### src/rtl/frame_burst_writer_if.sv
// Pixel stream plus MCB user write/command port bundle for frame_burst_writer.
// The block takes the slave side; the render engine / MCB model takes the master side.
interface frame_burst_writer_if #(
    parameter int DATA_W = 32,
    parameter int ADDR_W = 30
);
    logic                  s_valid;
    logic [DATA_W-1:0]     s_data;
    logic                  s_last;
    logic                  s_ready;
    logic                  p_wr_en;
    logic [DATA_W-1:0]     p_wr_data;
    logic [DATA_W/8-1:0]   p_wr_mask;
    logic                  p_wr_full;
    logic                  p_cmd_en;
    logic [2:0]            p_cmd_instr;
    logic [5:0]            p_cmd_bl;
    logic [ADDR_W-1:0]     p_cmd_byte_addr;
    logic                  p_cmd_full;

    modport master (
        output s_valid, s_data, s_last, p_wr_full, p_cmd_full,
        input  s_ready, p_wr_en, p_wr_data, p_wr_mask,
               p_cmd_en, p_cmd_instr, p_cmd_bl, p_cmd_byte_addr
    );

    modport slave (
        input  s_valid, s_data, s_last, p_wr_full, p_cmd_full,
        output s_ready, p_wr_en, p_wr_data, p_wr_mask,
               p_cmd_en, p_cmd_instr, p_cmd_bl, p_cmd_byte_addr
    );
endinterface

### src/rtl/frame_burst_writer.sv
// Render-to-DDR write path: packs pixel words into MCB write bursts at an
// auto-incrementing byte address that wraps to BASE_ADDR at every frame end.
module frame_burst_writer #(
    parameter int          DATA_W      = 32,
    parameter int          BURST_LEN   = 32,
    parameter int          FRAME_WORDS = 307200,
    parameter int unsigned BASE_ADDR   = 0,
    parameter int          ADDR_W      = 30
) (
    input  logic                 clk,
    input  logic                 resetn,
    input  logic                 calib_done,
    frame_burst_writer_if.slave  bus,
    output logic                 frame_done,
    output logic [15:0]          frame_count,
    output logic                 err_sync
);
    localparam int BEAT_W = $clog2(BURST_LEN + 1);
    localparam int WORD_W = $clog2(FRAME_WORDS + 1);
    localparam logic [ADDR_W-1:0] BASE       = ADDR_W'(BASE_ADDR);
    localparam logic [ADDR_W-1:0] WORD_BYTES = ADDR_W'(DATA_W / 8);

    typedef enum logic [1:0] {WAIT_CAL, FILL, DRAIN, CMD} state_t;

    state_t              state, state_nxt;
    logic [BEAT_W-1:0]   beat, beat_inc;
    logic [WORD_W-1:0]   word, word_inc;
    logic [ADDR_W-1:0]   addr;
    logic                last_seen, count_hit;
    logic                accept, close_burst, issue, frame_end;

    assign accept      = (state == FILL) && bus.s_valid && bus.s_ready;
    assign beat_inc    = beat + BEAT_W'(1);
    assign word_inc    = word + WORD_W'(1);
    assign close_burst = (beat_inc == BEAT_W'(BURST_LEN)) ||
                         (word_inc == WORD_W'(FRAME_WORDS)) || bus.s_last;

    // The two end-of-frame causes are latched at burst close so the command
    // cycle can tell a clean frame end from a short or overlong one.
    assign frame_end = last_seen || count_hit;

    always_comb begin
        state_nxt = state;
        issue     = 1'b0;
        case (state)
            WAIT_CAL: if (calib_done) state_nxt = FILL;
            FILL:     if (accept && close_burst) state_nxt = DRAIN;
            DRAIN:    state_nxt = CMD;
            CMD: begin
                if (!bus.p_cmd_full) begin
                    issue     = 1'b1;
                    state_nxt = FILL;
                end
            end
            default:  state_nxt = WAIT_CAL;
        endcase
    end

    assign bus.p_cmd_en    = issue;
    assign bus.p_cmd_instr = 3'b000;
    assign bus.p_wr_mask   = '0;
    assign frame_done      = issue && frame_end;
    assign err_sync        = issue && (last_seen != count_hit);

    always_ff @(posedge clk) begin
        if (!resetn) begin
            state               <= WAIT_CAL;
            bus.s_ready         <= 1'b0;
            bus.p_wr_en         <= 1'b0;
            bus.p_wr_data       <= '0;
            bus.p_cmd_bl        <= '0;
            bus.p_cmd_byte_addr <= BASE;
            frame_count         <= '0;
            addr                <= BASE;
            beat                <= '0;
            word                <= '0;
            last_seen           <= 1'b0;
            count_hit           <= 1'b0;
        end else begin
            state       <= state_nxt;
            bus.s_ready <= (state_nxt == FILL) && !bus.p_wr_full;
            bus.p_wr_en <= accept;
            if (accept) begin
                bus.p_wr_data <= bus.s_data;
                beat          <= beat_inc;
                word          <= word_inc;
                if (close_burst) begin
                    last_seen <= bus.s_last;
                    count_hit <= (word_inc == WORD_W'(FRAME_WORDS));
                end
            end
            if (state == DRAIN) begin
                bus.p_cmd_bl        <= 6'(beat - BEAT_W'(1));
                bus.p_cmd_byte_addr <= addr;
            end
            if (issue) begin
                beat <= '0;
                if (frame_end) begin
                    addr        <= BASE;
                    word        <= '0;
                    frame_count <= frame_count + 16'd1;
                end else begin
                    addr <= addr + ADDR_W'(beat) * WORD_BYTES;
                end
            end
        end
    end
endmodule

### src/flat_wrapper.sv
// flat-port wrapper written by rule: the top's interface ports become plain ports
module frame_burst_writer_flat 
#(
    parameter int          DATA_W      = 32,
    parameter int          BURST_LEN   = 32,
    parameter int          FRAME_WORDS = 307200,
    parameter int unsigned BASE_ADDR   = 0,
    parameter int          ADDR_W      = 30
)
  (clk, resetn, calib_done, frame_done, frame_count, err_sync, bus_s_valid, bus_s_data, bus_s_last, bus_p_wr_full, bus_p_cmd_full, bus_s_ready, bus_p_wr_en, bus_p_wr_data, bus_p_wr_mask, bus_p_cmd_en, bus_p_cmd_instr, bus_p_cmd_bl, bus_p_cmd_byte_addr);
  frame_burst_writer_if #(.DATA_W(DATA_W), .ADDR_W(ADDR_W)) bus_i ();
  input  logic clk;
  input  logic resetn;
  input  logic calib_done;
  output logic frame_done;
  output logic [15:0] frame_count;
  output logic err_sync;
  input wire logic [$bits(bus_i.s_valid)-1:0] bus_s_valid;
  input wire logic [$bits(bus_i.s_data)-1:0] bus_s_data;
  input wire logic [$bits(bus_i.s_last)-1:0] bus_s_last;
  input wire logic [$bits(bus_i.p_wr_full)-1:0] bus_p_wr_full;
  input wire logic [$bits(bus_i.p_cmd_full)-1:0] bus_p_cmd_full;
  output wire logic [$bits(bus_i.s_ready)-1:0] bus_s_ready;
  output wire logic [$bits(bus_i.p_wr_en)-1:0] bus_p_wr_en;
  output wire logic [$bits(bus_i.p_wr_data)-1:0] bus_p_wr_data;
  output wire logic [$bits(bus_i.p_wr_mask)-1:0] bus_p_wr_mask;
  output wire logic [$bits(bus_i.p_cmd_en)-1:0] bus_p_cmd_en;
  output wire logic [$bits(bus_i.p_cmd_instr)-1:0] bus_p_cmd_instr;
  output wire logic [$bits(bus_i.p_cmd_bl)-1:0] bus_p_cmd_bl;
  output wire logic [$bits(bus_i.p_cmd_byte_addr)-1:0] bus_p_cmd_byte_addr;
  assign bus_i.s_valid = bus_s_valid;
  assign bus_i.s_data = bus_s_data;
  assign bus_i.s_last = bus_s_last;
  assign bus_i.p_wr_full = bus_p_wr_full;
  assign bus_i.p_cmd_full = bus_p_cmd_full;
  assign bus_s_ready = bus_i.s_ready;
  assign bus_p_wr_en = bus_i.p_wr_en;
  assign bus_p_wr_data = bus_i.p_wr_data;
  assign bus_p_wr_mask = bus_i.p_wr_mask;
  assign bus_p_cmd_en = bus_i.p_cmd_en;
  assign bus_p_cmd_instr = bus_i.p_cmd_instr;
  assign bus_p_cmd_bl = bus_i.p_cmd_bl;
  assign bus_p_cmd_byte_addr = bus_i.p_cmd_byte_addr;
  frame_burst_writer #(.DATA_W(DATA_W), .BURST_LEN(BURST_LEN), .FRAME_WORDS(FRAME_WORDS), .BASE_ADDR(BASE_ADDR), .ADDR_W(ADDR_W)) u_core (.clk(clk), .resetn(resetn), .calib_done(calib_done), .bus(bus_i), .frame_done(frame_done), .frame_count(frame_count), .err_sync(err_sync));
endmodule
### config.mk
export PLATFORM = sky130hd
export DESIGN_NAME = frame_burst_writer_flat
export DESIGN_NICKNAME = d
export VERILOG_FILES = /design/src/rtl/frame_burst_writer_if.sv /design/src/rtl/frame_burst_writer.sv /design/src/flat_wrapper.sv
export SDC_FILE = /design/constraint.sdc
export NUM_CORES = 1
export LEC_CHECK = 0
export ABC_CLOCK_PERIOD_IN_PS = 2910
export CORE_MARGIN = 10
export CORE_UTILIZATION = 40
export DETAILED_ROUTE_END_ITERATION = 8
export GPL_ROUTABILITY_DRIVEN = 1
export PLACE_DENSITY_LB_ADDON = 0.15
export SLEW_MARGIN = 20
export SYNTH_ARGS = -nofsm -noshare
export SYNTH_HDL_FRONTEND = slang
export SYNTH_SLANG_ARGS = --single-unit
### constraint.sdc
create_clock -name clk -period 2.91 [get_ports clk]
set_clock_uncertainty 0.1 [all_clocks]
set_input_delay 0.291 -clock clk [delete_from_list [all_inputs] [get_ports clk]]
set_output_delay 0.291 -clock clk [all_outputs]
set_load 0.005 [all_outputs]
Word level (Yosys, flattened, before mapping)
Cells that the tools add are included.
{ "word_totals": {"reg_bits": 145, "latch_bits": 0, "mem_bits_rw": 0, "rom_bits": 0, "input_bits": 39, "out_inout_bits": 96, "wordCells": 49, "memories": 0} }
{ "classes": {"n_addsub": 5, "multipliers": 0, "div_mod_pow": 0, "order_cmp": 0, "n_eq_ne": 7, "shift": 0, "mux": 10, "bitwise_logic": 1, "n_reduce_logical": 14} }
{ "op_table": {"columns": ["operator", "n"], "rows": [
  ["19-bit two-way mux", 3],
  ["30-bit by 8-bit adder with 30-bit output", 1],
  ["30-bit two-way mux", 1],
  ["19-bit by 1-bit adder with 19-bit output (second input constant)", 1],
  ["19-bit == test (second input constant)", 1],
  ["16-bit by 1-bit adder with 16-bit output (second input constant)", 1],
  ["2-bit case mux with 4 select lines", 1],
  ["6-bit by 1-bit adder with 6-bit output (second input constant)", 1],
  ["6-bit == test (second input constant)", 1],
  ["1-bit logical AND", 6],
  ["2-bit two-way mux", 3],
  ["6-bit by 1-bit subtractor with 6-bit output (second input constant)", 1],
  ["2-bit by 1-bit == test with 1-bit output (second input constant)", 2],
  ["2-bit == test (second input constant)", 2],
  ["2-bit AND reduction", 2],
  ["1-bit logical OR", 3],
  ["2-bit zero test", 1],
  ["1-bit two-way mux", 2],
  ["2-bit OR reduction", 1],
  ["1-bit zero test", 1],
  ["1-bit != test", 1],
  ["1-bit inverter", 1]
]} }

Logic depth before layout (Yosys ltp)
{ "logic_depth": {"ltp_word": 9, "mapped_depth": 10} }

Least setup slack after synthesis
No wires, ideal clock.
{ "synth_path": {"path_type": "reg2reg", "startpoint": "reg u_core.beat[0]", "endpoint": "reg u_core.addr[22]", "setup_time_ns": 0.071, "arrival_time_ns": 1.946, "required_ns": 2.739, "path_slack_ns": 0.793, "stages_incl_launch_ff": 9, "n_path_buf": 0, "synth_period_minus_slack_ns": 2.117, "cell_sequence": "dfxtp_1 > ha_1 > fa_1 > a21o_1 > a21oi_1 > o21ai_2 > nand3_1 > or4_1 > a21oi_1"} }
{ "synth_via": {"elab_chain_len": 2} }
{ "synth_lines": {"columns": ["item", "line_no", "text"], "rows": [
  ["start, declared", "frame_burst_writer.sv:26", "logic [BEAT_W-1:0] beat, beat_inc;"],
  ["start signal, assigned", "frame_burst_writer.sv:85", "beat <= beat_inc;"],
  ["30-bit by 8-bit adder with 30-bit output", "frame_burst_writer.sv:103", "addr <= addr + ADDR_W'(beat) * WORD_BYTES;"],
  ["30-bit two-way mux", "frame_burst_writer.sv:98", "if (frame_end) begin"],
  ["end signal, assigned", "frame_burst_writer.sv:103", null],
  ["end, declared", "frame_burst_writer.sv:28", "logic [ADDR_W-1:0] addr;"]
]} }
No other way between the ends.
A chain may end at the register's enable or synchronous reset.

Final worst setup path
{ "layout_path": {"startpoint": "reg u_core.last_seen", "endpoint": "out frame_done"} }
{ "layout_via": {"elab_chain_len": 2} }
{ "layout_lines": {"columns": ["item", "line_no", "text"], "rows": [
  ["start, declared", "frame_burst_writer.sv:29", "logic last_seen, count_hit;"],
  ["start signal, assigned", "frame_burst_writer.sv:88", "last_seen <= bus.s_last;"],
  ["1-bit logical OR", "frame_burst_writer.sv:40", "assign frame_end = last_seen || count_hit;"],
  ["1-bit logical AND", "frame_burst_writer.sv:62", "assign frame_done = issue && frame_end;"],
  ["end, declared", "flat_wrapper.sv:15", "output logic frame_done;"]
]} }
No other way between the ends.

==> results.tsv <==
stage	metric	value	unit
logic_synthesis	Syn Area/Cell	8.47	sq um
setup_path	largest fanout of any net on the critical path	9	
clocking	Longest Clk Path Bufs	2	
final_layout	Non-Filler Instances	1085	
setup_path	endpoint of the most critical register-to-register path	u_core.addr[20]	
timing	share of the clock period used by the worst path	85.9	%
global_routing	via count of the first global-routing pass	5373	
timing	setup repair after global routing missed its margin	false	
final_layout	count of fill cells added during filler insertion	1450	
logic_synthesis	Ys Warns	0	
detailed_routing	total routed wire length on the met1 layer	7010	um
die	io pins	135	
hold_path	startpoint of the worst hold path	resetn	
final_layout	end-of-flow core utilization	53.9	%
global_routing	pin count of the biggest net entering global routing	49	
detailed_routing	detailed router's first-iteration violation count	197	
detailed_routing	per-cell via count in the routed design	4.93	
detailed_routing	routed wl met2	6780	um
pwr	switch share	20.7	%
placed_design	global placement routability congestion	0.829	
placed_design	cell count after placement	1054	
placed_design	port buffer count	125	
placed_design	half-perimeter wire length after detailed placement	11500	um
pwr	internal power	3230	uW
hold_path	destination of the worst hold path	u_core.bus.p_cmd_bl[3]	
die	FP Rows	45	
clocking	post-cts resize count	0	
die	Die Span Y	146	um
global_routing	number of antenna violations at the first check in global routing	0	
final_layout	number of antenna repair diodes	0	
pwr	Leakage	0.00296	uW
clocking	Setup Buffers After CTS	0	
timing	Max Clk Rate	0.400	GHz
hold_path	min-delay worst type	in2reg	
final_layout	layout overhead on the synthesized area	30.5	%
logic_synthesis	number of synthesized register bits	141	
logic_synthesis	register area share after synthesis	44.5	%
timing	worst rel slew slack	64.1	%
setup_path	endpoint class of the critical path	primary output	
setup_path	Worst EP arrival	2.11	ns
setup_path	Startpoint Class	flip-flop	
clocking	clock-pin slew reported for the worst setup and hold paths after clock tree synthesis	0.06	ns
hold_path	hold path cells	2	
detailed_routing	total wire length after detailed routing	15600	um
clocking	CTS HTree Levels	4	
logic_synthesis	combined area of all synthesized cells	0.00634	sq mm
timing	post-route setup TNS	0	ns
logic_synthesis	distinct cell type count after synthesis	54	
detailed_routing	number of nets with antenna violations after detailed routing	0	
pwr	relative contribution of sequential cells to total power	47.9	%
pwr	Max IR drop VDD	0.000381	V
pwr	net switching power	841	uW
logic_synthesis	Synth async-reset ratio	0	%
die	Starting Density	41.3	%
logic_synthesis	cell types occupying the most area after synthesis	dfxtp_1 (45%), nand2_1 (9.6%), a21boi_0 (8.2%)	
detailed_routing	First-pass DRT Iterations	4	
timing	final hold violations	0	
final_layout	number of nets at the end of the flow	913	
timing	max-slew violation count	0	
clocking	CTS Root Cell	clkbuf_16	
clocking	Sink Count	141	
clocking	number of hold buffers added after cts	0	
global_routing	first-pass GRT wire length	26600	um
setup_path	Worst Path Class, Setup	reg2out	
logic_synthesis	Synth area leader	dfxtp_1	
final_layout	area of the multi-input gates	0.00328	sq mm
setup_path	setup slack, reg-to-reg	0.50	ns
setup_path	origin of the critical flop-to-flop path	u_core.beat[0]	
logic_synthesis	number of enable flip-flop cells after synthesis	0	
final_layout	sequential cell area in the final layout	0.00282	sq mm
detailed_routing	highest metal layer with signal wires	met4	
logic_synthesis	share of Yosys cell area claimed by the top area cell type	44.5	%
timing	Worst Tran Pin Value	0.537	ns
pwr	Clock power frac	48.6	%
timing	post-route minimum period	2.50	ns
final_layout	share of final-layout standard cells stronger than drive strength 1	6.18	%
die	x dimension of the die	146	um
clocking	Clk Latency, worst-skew pair	0.41	ns
global_routing	overall overflow remaining after global route	0	
setup_path	length in cells of the worst reg-to-reg path	8	
logic_synthesis	Gate Count Post-Synth	749	
detailed_routing	routed vias	5350	
setup_path	critical path required time	2.52	ns
detailed_routing	number of DRC violations after detailed routing	0	
die	area of the core	0.0154	sq mm
detailed_routing	average wire length per cell after detail routing	14.4	um
detailed_routing	wire length on met3	1630	um
run_status	result of the run	complete, no violations	
global_routing	global-route usage over all layers	14.8	%
logic_synthesis	most instantiated flip-flop cell in the synthesis netlist	dfxtp_1	
die	die footprint	0.0213	sq mm
clocking	clock tree from TritonCTS	done	
clocking	clock buffers created by TritonCTS	17	
pwr	power density cells	492	mW/mm^2
timing	Setup violations, final	0	
flow_run	max-cap violation count	0	
pwr	fraction of power consumed by combinational cells	3.5	%
[worst max-delay path by stage]
stage | startpoint | slack, ns | endpoint | cells past startpoint
floorplan | u_core.beat[0] | 0.79 | u_core.addr[22] | 8
global placement | bus_p_cmd_full | 0.51 | err_sync | 5
detailed placement | bus_p_cmd_full | 0.47 | err_sync | 5
CTS | u_core.last_seen | 0.36 | frame_done | 5
global route | u_core.beat[0] | 0.27 | u_core.addr[20] | 8
finish | u_core.last_seen | 0.41 | frame_done | 5
[flip-flops by register name (all words and copies together) (netlist names)]
signal                      cells
u_core.bus.p_wr_en              1
u_core.bus.p_cmd_bl             6
u_core.bus.s_ready              1
u_core.beat                     6
u_core.last_seen                1
u_core.word                    19
u_core.state                    2
u_core.bus.p_wr_data           32
u_core.addr                    28
u_core.count_hit                1
u_core.frame_count             16
u_core.bus.p_cmd_byte_addr     28
[power by group through the flow]
stage	combinational, uW	sequential [uW]	clock [uW]
global placement	143	1990	0
finish	144	1950	1980
detailed placement	145	1990	0
floorplan	67.4	1990	0
global route	157	1950	2120
CTS	146	1950	2030
[through the flow]
step / area [sq um] / setup WS [ns] / total power (uW) / hold WS (ns)
floorplan: 6370 / 0.793 / 2060 / 0.262
global placement: 7740 / 0.506 / 2130 / 0.349
detailed placement: 7740 / 0.470 / 2140 / 0.355
CTS: 8280 / 0.362 / 4130 / 0.107
global route: 8280 / 0.266 / 4230 / 0.130
finish: 8280 / 0.411 / 4070 / 0.125
[layout by cell type (no fill, tap or decap), types with 10 or more instances in the layout]
master,Yosys,routed
a21boi_0,69,69
a21oi_1,10,10
and2_1,19,19
buf_4,10,12
clkbuf_16,0,17
clkdlybuf4s50_1,0,124
dfxtp_1,141,141
ha_1,11,11
inv_1,10,10
nand2_1,163,163
nand3_1,35,35
nand4_1,18,18
nor2_1,66,66
o21ai_0,13,13
xnor2_1,31,31
xor2_1,37,37
[critical path: stages (launching register included)]
cell and delay, ns:
dfxtp_1 0.34, inv_1 0.05, ha_1 0.28, nor4bb_1 0.30, buf_4 0.21, clkdlybuf4s50_1 0.51
[per-layer routing]
metal  GRT usage (%)  vias to the layer above
met2            22.4                      157
met3            7.58                       18
met5               0                        -
met4            5.71                        0
li1                -                     2724
met1            17.4                     2451
[synth_stat cells, types with 9 or more instances]
cell type,n
inv_1,10
nor2_1,66
nand3_1,35
xnor2_1,31
clkbuf_1,31
nand4_1,18
a21oi_1,10
a21boi_0,69
and2_1,19
buf_4,10
nand2_1,163
o21ai_0,13
xor2_1,37
ha_1,11
nor3_1,9
dfxtp_1,141
[kinds of logic (layout without fill, tap and decap cells)]
logic type	count (synthesis)	in the layout	synth area share, %
mux	1	1	0.158
buf+inv	62	179	4.36
xor+xnor	68	68	9.39
simple gates	353	353	26.5
flops	141	141	44.5
compound gates	111	111	12.5
other cells	1	9	0.0591
fa+ha+maj	12	12	2.49
[cell type report]
| type | count | area share [%] |
|---|---|---|
| Sequential cell | 141 | 34.1 |
| Clock buffer | 23 | 5.65 |
| Multi-Input combinational cell | 554 | 39.6 |
| Tap cell | 211 | 3.19 |
| Timing Repair Buffer | 137 | 16.1 |
| Inverter | 11 | 0.499 |
| Clock inverter | 8 | 0.816 |
Note: power is estimated with default switching activity, not from simulation.
